--- config.mk ---
export PLATFORM = sky130hd
export DESIGN_NAME = modulo_codificador_7seg_bcd
export DESIGN_NICKNAME = d
export VERILOG_FILES = /design/src/rtl/modulo_codificador_7seg_bcd.sv
export SDC_FILE = /design/constraint.sdc
export NUM_CORES = 1
export LEC_CHECK = 0
export ABC_CLOCK_PERIOD_IN_PS = 4540
export CAP_MARGIN = 15
export CORE_MARGIN = 4
export CORE_UTILIZATION = 49
export CTS_CLUSTER_DIAMETER = 30
export CTS_CLUSTER_SIZE = 14
export DETAILED_ROUTE_END_ITERATION = 10
export PLACE_DENSITY = 0.78
export REMOVE_ABC_BUFFERS = 1
export SETUP_SLACK_MARGIN = 0.05
export SYNTH_ARGS = -nofsm -noshare
export SYNTH_HDL_FRONTEND = slang
export SYNTH_SLANG_ARGS = --single-unit
--- constraint.sdc ---
create_clock -name CLK -period 4.54 [get_ports CLK]
set_input_delay 0.908 -clock CLK [delete_from_list [all_inputs] [get_ports CLK]]
set_output_delay 0.908 -clock CLK [all_outputs]
set_load 0.01 [all_outputs]
--- src/rtl/modulo_codificador_7seg_bcd.sv ---
// Seven-segment bus snooper: debounces a multiplexed active-low display drive
// and recovers one hex nibble per digit, flagging undecodable patterns.
module modulo_codificador_7seg_bcd #(
   parameter int unsigned STABLE_CYCLES = 4
) (
   input  logic        CLK,
   input  logic        RST_N,
   input  logic [7:0]  IN_SEGS,
   input  logic [3:0]  IN_DIG,
   output logic [15:0] OUT_BCD,
   output logic [3:0]  OUT_VALID,
   output logic        OUT_ERR,
   output logic        OUT_DONE
);

   typedef enum logic [1:0] {StIdle, StFilter, StHold} state_e;

   localparam logic [3:0] StableCnt = 4'(STABLE_CYCLES);

   logic [7:0]  seg_s1_q, seg_s2_q;
   logic [3:0]  dig_s1_q, dig_s2_q;
   logic [11:0] prev_q;
   state_e      state_q, state_d;
   logic [3:0]  cnt_q, cnt_d;
   logic [15:0] bcd_q, bcd_d;
   logic [3:0]  valid_q, valid_d;
   logic        err_q, err_d;
   logic        done_q, done_d;

   logic [11:0] s_cur;
   logic        same;
   logic        dig_ok;
   logic [1:0]  idx;
   logic        hit;
   logic [3:0]  nib;
   logic [3:0]  cnt_inc;
   logic        capture;

   assign s_cur   = {seg_s2_q, dig_s2_q};
   assign same    = (s_cur == prev_q);
   assign cnt_inc = (cnt_q == 4'hF) ? cnt_q : cnt_q + 4'd1;

   always_comb begin
      dig_ok = 1'b1;
      idx    = 2'd0;
      case (dig_s2_q)
         4'b1110: idx = 2'd0;
         4'b1101: idx = 2'd1;
         4'b1011: idx = 2'd2;
         4'b0111: idx = 2'd3;
         default: dig_ok = 1'b0;
      endcase
   end

   // dp is forced to 1 so the table can be written in the usual dp-off hex form
   always_comb begin
      hit = 1'b1;
      nib = 4'h0;
      case ({seg_s2_q[7:1], 1'b1})
         8'h03: nib = 4'h0;
         8'h9F: nib = 4'h1;
         8'h25: nib = 4'h2;
         8'h0D: nib = 4'h3;
         8'h99: nib = 4'h4;
         8'h49: nib = 4'h5;
         8'h41: nib = 4'h6;
         8'h1F: nib = 4'h7;
         8'h01: nib = 4'h8;
         8'h09: nib = 4'h9;
         8'h11: nib = 4'hA;
         8'hC1: nib = 4'hB;
         8'h63: nib = 4'hC;
         8'h85: nib = 4'hD;
         8'h61: nib = 4'hE;
         8'h71: nib = 4'hF;
         default: hit = 1'b0;
      endcase
   end

   always_comb begin
      state_d = state_q;
      cnt_d   = cnt_q;
      capture = 1'b0;
      unique case (state_q)
         StIdle: begin
            if (dig_ok) begin
               state_d = StFilter;
               cnt_d   = 4'd1;
            end else begin
               cnt_d = 4'd0;
            end
         end
         StFilter: begin
            if (!dig_ok) begin
               state_d = StIdle;
               cnt_d   = 4'd0;
            end else if (!same) begin
               cnt_d = 4'd1;
            end else begin
               cnt_d = cnt_inc;
               if (cnt_inc == StableCnt) begin
                  capture = 1'b1;
                  state_d = StHold;
               end
            end
         end
         StHold: begin
            if (!dig_ok) begin
               state_d = StIdle;
               cnt_d   = 4'd0;
            end else if (!same) begin
               state_d = StFilter;
               cnt_d   = 4'd1;
            end
         end
         default: begin
            state_d = StIdle;
            cnt_d   = 4'd0;
         end
      endcase
   end

   // Frame clear is applied first so a capture on the same edge keeps its bit
   always_comb begin
      bcd_d   = bcd_q;
      valid_d = valid_q;
      err_d   = 1'b0;
      done_d  = 1'b0;
      if (valid_q == 4'hF) begin
         valid_d = 4'h0;
         done_d  = 1'b1;
      end
      if (capture) begin
         if (hit) begin
            bcd_d[{idx, 2'b00} +: 4] = nib;
            valid_d[idx]             = 1'b1;
         end else begin
            valid_d[idx] = 1'b0;
            err_d        = 1'b1;
         end
      end
   end

   always_ff @(posedge CLK) begin
      if (!RST_N) begin
         seg_s1_q <= 8'hFF;
         seg_s2_q <= 8'hFF;
         dig_s1_q <= 4'hF;
         dig_s2_q <= 4'hF;
         prev_q   <= 12'hFFF;
         state_q  <= StIdle;
         cnt_q    <= 4'd0;
         bcd_q    <= 16'h0000;
         valid_q  <= 4'h0;
         err_q    <= 1'b0;
         done_q   <= 1'b0;
      end else begin
         seg_s1_q <= IN_SEGS;
         seg_s2_q <= seg_s1_q;
         dig_s1_q <= IN_DIG;
         dig_s2_q <= dig_s1_q;
         prev_q   <= s_cur;
         state_q  <= state_d;
         cnt_q    <= cnt_d;
         bcd_q    <= bcd_d;
         valid_q  <= valid_d;
         err_q    <= err_d;
         done_q   <= done_d;
      end
   end

   assign OUT_BCD   = bcd_q;
   assign OUT_VALID = valid_q;
   assign OUT_ERR   = err_q;
   assign OUT_DONE  = done_q;

endmodule

; ---- After elaboration in Yosys (flattened, before gate mapping)
; Index checks and enable logic that the tools add are counted.
[op_classes]
n_addsub = 2
magnitude_cmp = 2
eq_ne = 29
shifts = 2
muxes = 30
bitwise = 3
reduce_logical = 8
[ops]
columns = cell, n
row1 = one-hot mux 4 bit (15 select lines), 1
row2 = "== test 7 x 6 -> 1 bit, second input constant", 5
row3 = two-way mux 4 bit, 8
row4 = "== test 7 bit, second input constant", 4
row5 = "== test 4 bit, second input constant", 5
row6 = bitwise mux 16 bit, 1
row7 = OR reduction 16 bit, 1
row8 = "variable shift 4 x 6 -> 16 bit, first input constant", 1
row9 = indexed part select 4 x 6 -> 16 bit, 1
row10 = "== test 7 x 3 -> 1 bit, second input constant", 2
row11 = "== test 7 x 4 -> 1 bit, second input constant", 2
row12 = == test 12 bit, 1
row13 = two-way mux 2 bit, 6
row14 = one-hot mux 2 bit (3 select lines), 2
row15 = one-hot mux 4 bit (3 select lines), 1
row16 = two-way mux 1 bit, 10
row17 = "!= test 3 bit, second input constant", 3
row18 = "== test 4 x 3 -> 1 bit, second input constant", 2
row19 = "== test 7 x 1 -> 1 bit, second input constant", 1
row20 = "== test 7 x 5 -> 1 bit, second input constant", 1
row21 = zero test 7 bit, 1
row22 = negation 4 -> 6 bit, 1
row23 = "adder 4 x 1 -> 4 bit, second input constant", 1
row24 = bitwise AND 4 bit, 1
row25 = other kinds (13), 14
[word_totals]
ff_bits = 64
input_bits = 14
out_inout_bits = 22
wordCells = 87

; ---- Longest topological paths before layout
[depth]
word_depth = 10
ltp_mapped = 9
depth_no_buf = 7

; ---- Worst setup path before layout
; OpenSTA, ideal clock, no wires.
[synth_timing]
path_kind = reg-to-reg
startpoint = register dig_s2_q[3]
endpoint = register bcd_q[1] (netlist: OUT_BCD[1])
setup_ns = 0.116
arrival_ns = 1.779
t_required_ns = 4.424
setup_slack_ns = 2.646
stages_incl_launch_ff = 10
n_path_buf = 3
synth_period_minus_slack_ns = 1.894
cell_sequence = dfxtp_1 -> buf_6 -> xor2_1 -> nor4_2 -> and3_1 -> buf_4 -> and4_4 -> buf_12 -> nand3_4 -> a31o_1
[synth_via]
elab_chain_cells = 6
elab_cells_between_ends = 16
cone_classes = 1 x add/sub / 5 x eq/ne / 2 x shift / 6 x mux / 2 x reduce/logical
[synth_lines]
columns = element, line
row1 = "start, declared", 21  ; logic [3:0] dig_s1_q, dig_s2_q;
row2 = "start signal, assigned", 161  ; dig_s2_q <= dig_s1_q;
row3 = "parallel branches: the longest is 6 deep, another holds negation 4 -> 6 bit", --
row4 = "end signal, assigned", 153  ; bcd_q <= 16'h0000;
row5 = "end signal, assigned", 165  ; bcd_q <= bcd_d;
row6 = "end, declared", 25  ; logic [15:0] bcd_q, bcd_d;
; Several ways; the timed one is not identified.
; A chain may end at the register's enable or synchronous reset.

; ---- Worst setup path after layout
[layout_timing]
startpoint = register seg_s2_q[2]
endpoint = register bcd_q[1] (netlist: OUT_BCD[1])
[layout_via]
elab_chain_cells = 5
elab_cells_between_ends = 26
cone_classes = 16 x eq/ne / 1 x shift / 6 x mux / 3 x reduce/logical
[layout_lines]
columns = element, line
row1 = "start, declared", 20  ; logic [7:0] seg_s1_q, seg_s2_q;
row2 = "start signal, assigned", 159  ; seg_s2_q <= seg_s1_q;
row3 = "parallel branches: the longest is 5 deep, another holds indexed part select 4 x 6 -> 16 bit", --
; Several ways; the timed one is not identified.

==> qor.txt <==
status -> completed
static leakage -> 1.37 nW
Tcrit/Tclk final -> 49.9%
CP max stage cell -> dfxtp_1
postcts setup bufs -> 0
RSZ-0062 raised after global routing -> no
setup TNS -> 0 ns
worst hold path type -> register to register
antenna diode count -> 0
Final ANT Viol Nets -> 0
max-cap check violation count -> 0
Final setup viols -> 0
crit path from -> seg_s2_q[2]
fill cell count -> 525
Vias/cell -> 5.17
total CTS buffers -> 9
peak supply drop -> 0.000198 V
CP max FO -> 12
total track usage -> 15.6%
Cell Chain, Critical Path -> nor3b_1 -> nand3_1 -> o211ai_1 -> or3_1 -> nand3_4 -> a31o_1
Root Buffer Master -> clkbuf_8
Critical path destination -> OUT_BCD[1]
Placed Cells -> 411
Yosys top cell by area -> dfxtp_1
Yosys top cell area share -> 43.1%
Port-buffer cells -> 35
CP max stage delay -> 0.55 ns
die area -> 7370 sq um
Post-synth ARST share -> 0%
CTS Hold Bufs -> 0
CTS tree -> done
cell count after synthesis -> 319
cell area after synthesis -> 2970 sq um
Initial Utilization -> 50.5%
Power Density -> 321 nW/um^2
Final WS setup -> 2.28 ns
layout cells sized above 1 -> 7.10%
grt ovf -> 0
RD Place Congestion -> 0.882
Worst-Margin Slew -> 0.628 ns
Clock Path Buffers -> 2
Rel. slew slack -> 57.6%
Worst R2R Start -> seg_s2_q[2]
Top FF cell, synth -> dfxtp_1
CP Capture Type -> register
Clock Sinks -> 64
CP Data Required Time -> 4.78 ns
vias after detailed routing -> 2209
CTS H-tree lvls -> 3
vias in the first global route -> 2043
chip height -> 85.9 um
DRT Wirelength -> 5.20 mm
largest net degree at the start of global routing -> 40
flop2flop setup slack -> 2.28 ns
worst skew pair latency -> 0.35 ns
min Tclk post-route -> 2.26 ns
Seq cells post-synth -> 64
Worst EP arrival -> 2.51 ns
Nets -> 369
first-pass GRT wire length -> 9.16 mm
IO Pins -> 36
row count -> 28
cells on worst reg2reg path -> 6
skew final -> 0.00806 ns
CP startpoint kind -> register
DIE WIDTH -> 85.9 um
pre-CTS WS -> 2.28 ns
Fmax -> 0.442 GHz
initial detailed-routing violation count -> 79
EDFF count, synth -> 0
non-filler instance count after layout -> 427
Crit Path Class -> register to register
area grow syn2layout -> 17.5%
register area share after synthesis -> 43.1%
final hold violation count -> 0
WL/cell -> 12.2 um
Synth area leaders -> dfxtp_1, nand2b_1, mux2i_1
Yosys warning total -> 0
Core Box Area -> 5890 sq um
r2r endpoint -> OUT_BCD[1]
clock transition at the registers of the reported paths -> 0.07 ns
initial antenna violation count -> 0
DP Wirelength -> 3.66 mm
Synth Area per Inst -> 9.32 sq um
max-slew violations -> 0
iteration count of the initial detailed-routing pass -> 5
count of cell types in the netlist -> 47
post-CTS sizing -> 0
drt drc -> 0
cells in the mapped netlist, types with 4 or more instances:
cell,instances
xor2_1,14
nor3_1,4
ha_1,8
nor4b_1,4
a21oi_1,8
nand2b_1,41
o21ai_0,4
nor2b_1,6
nor2_1,9
nand3_1,11
and4b_1,4
clkbuf_1,8
buf_2,7
inv_1,9
nand2_1,45
dfxtp_1,64
mux2i_1,20
nand3_4,4
layout by cell type, fill, tap and decap left out, types with 3 or more instances in the layout:
cell type	instances
nor3_1	4
xor2_1	14
a211oi_1	3
nand3_4	4
ha_1	8
nand2b_1	41
nor2_1	9
o21ai_0	4
nor2b_1	6
nand4b_1	3
nand2_1	45
a21oi_1	8
mux2i_1	20
and4b_1	4
nor4_1	3
clkdlybuf4s50_1	34
clkbuf_8	9
nand3_1	11
o21ai_1	3
dfxtp_1	64
nor4b_1	4
inv_1	9
nand4_1	3
inv_6	5
worst min-delay path by stage:
| stage | startpoint | to | slack [ns] | depth (start not counted) |
|---|---|---|---|---|
| 2_1_floorplan | dig_s1_q[0] | dig_s2_q[0] | 0.39 | 1 |
| 3_3_place_gp | seg_s1_q[4] | seg_s2_q[4] | 0.39 | 1 |
| 3_5_place_dp | dig_s1_q[1] | dig_s2_q[1] | 0.39 | 1 |
| 4_1_cts | seg_s1_q[2] | seg_s2_q[2] | 0.41 | 1 |
| 5_1_grt | seg_s1_q[6] | seg_s2_q[6] | 0.42 | 1 |
| 6_report | seg_s1_q[2] | seg_s2_q[2] | 0.41 | 1 |
kinds of logic after synthesis:
logic type | after synthesis | share of synthesized area [%]
multiplexers | 20 | 6.74
XOR/XNOR | 16 | 4.72
flip-flops | 64 | 43.1
AO/OA/AOI/OAI | 31 | 6.65
buffers and inverters | 28 | 4.88
adder cells (fa/ha/maj) | 8 | 3.37
AND/OR/NAND/NOR | 152 | 30.5
metrics by stage:
| stage | utilization (%) | hold WS [ns] | cell area, sq um | total power, mW |
|---|---|---|---|---|
| 2_1_floorplan | - | 0.386 | 2860 | 0.648 |
| 3_3_place_gp | 56.2 | 0.389 | 3310 | 0.677 |
| 3_5_place_dp | 56.2 | 0.391 | 3310 | 0.679 |
| 4_1_cts | 59.3 | 0.410 | 3490 | 1.14 |
| 5_1_grt | 59.3 | 0.425 | 3490 | 1.18 |
| 6_report | 59.3 | 0.406 | 3490 | 1.12 |
layout make-up:
| type | instances | area (sq um) | area share, % |
|---|---|---|---|
| Timing Repair Buffer | 36 | 353 | 10.1 |
| Inverter | 9 | 33.8 | 0.968 |
| Multi-Input combinational cell | 227 | 1550 | 44.3 |
| Sequential cell | 64 | 1280 | 36.7 |
| Clock inverter | 7 | 60.1 | 1.72 |
| Clock buffer | 9 | 124 | 3.55 |
| Tap cell | 75 | 93.8 | 2.69 |
layer usage:
metal / GRT usage (%) / up-vias / wire length, um
met3: 3.55 / 13 / 244
li1: - / 1146 / -
met2: 24.7 / 54 / 2420
met1: 19.3 / 996 / 2410
met4: 9.06 / 0 / 127
met5: 0 / - / 0
registers in the layout, summed over array words and instances (netlist names):
name / count
OUT_ERR: 1
OUT_VALID: 4
seg_s2_q: 8
cnt_q: 4
dig_s2_q: 4
OUT_BCD: 16
dig_s1_q: 4
seg_s1_q: 8
prev_q: 12
OUT_DONE: 1
state_q: 2
critical path, delay by kind of cell (launching register included):
kind,cells,cell delay [ns]
simple gates,4,1.13
flops,1,0.55
compound gates,2,0.48
where the power goes:
group	switching [mW]	internal (mW)
clock	0.247	0.208
combinational	0.0392	0.0365
sequential	0.0156	0.575
Note: power is estimated with default switching activity, not from simulation.
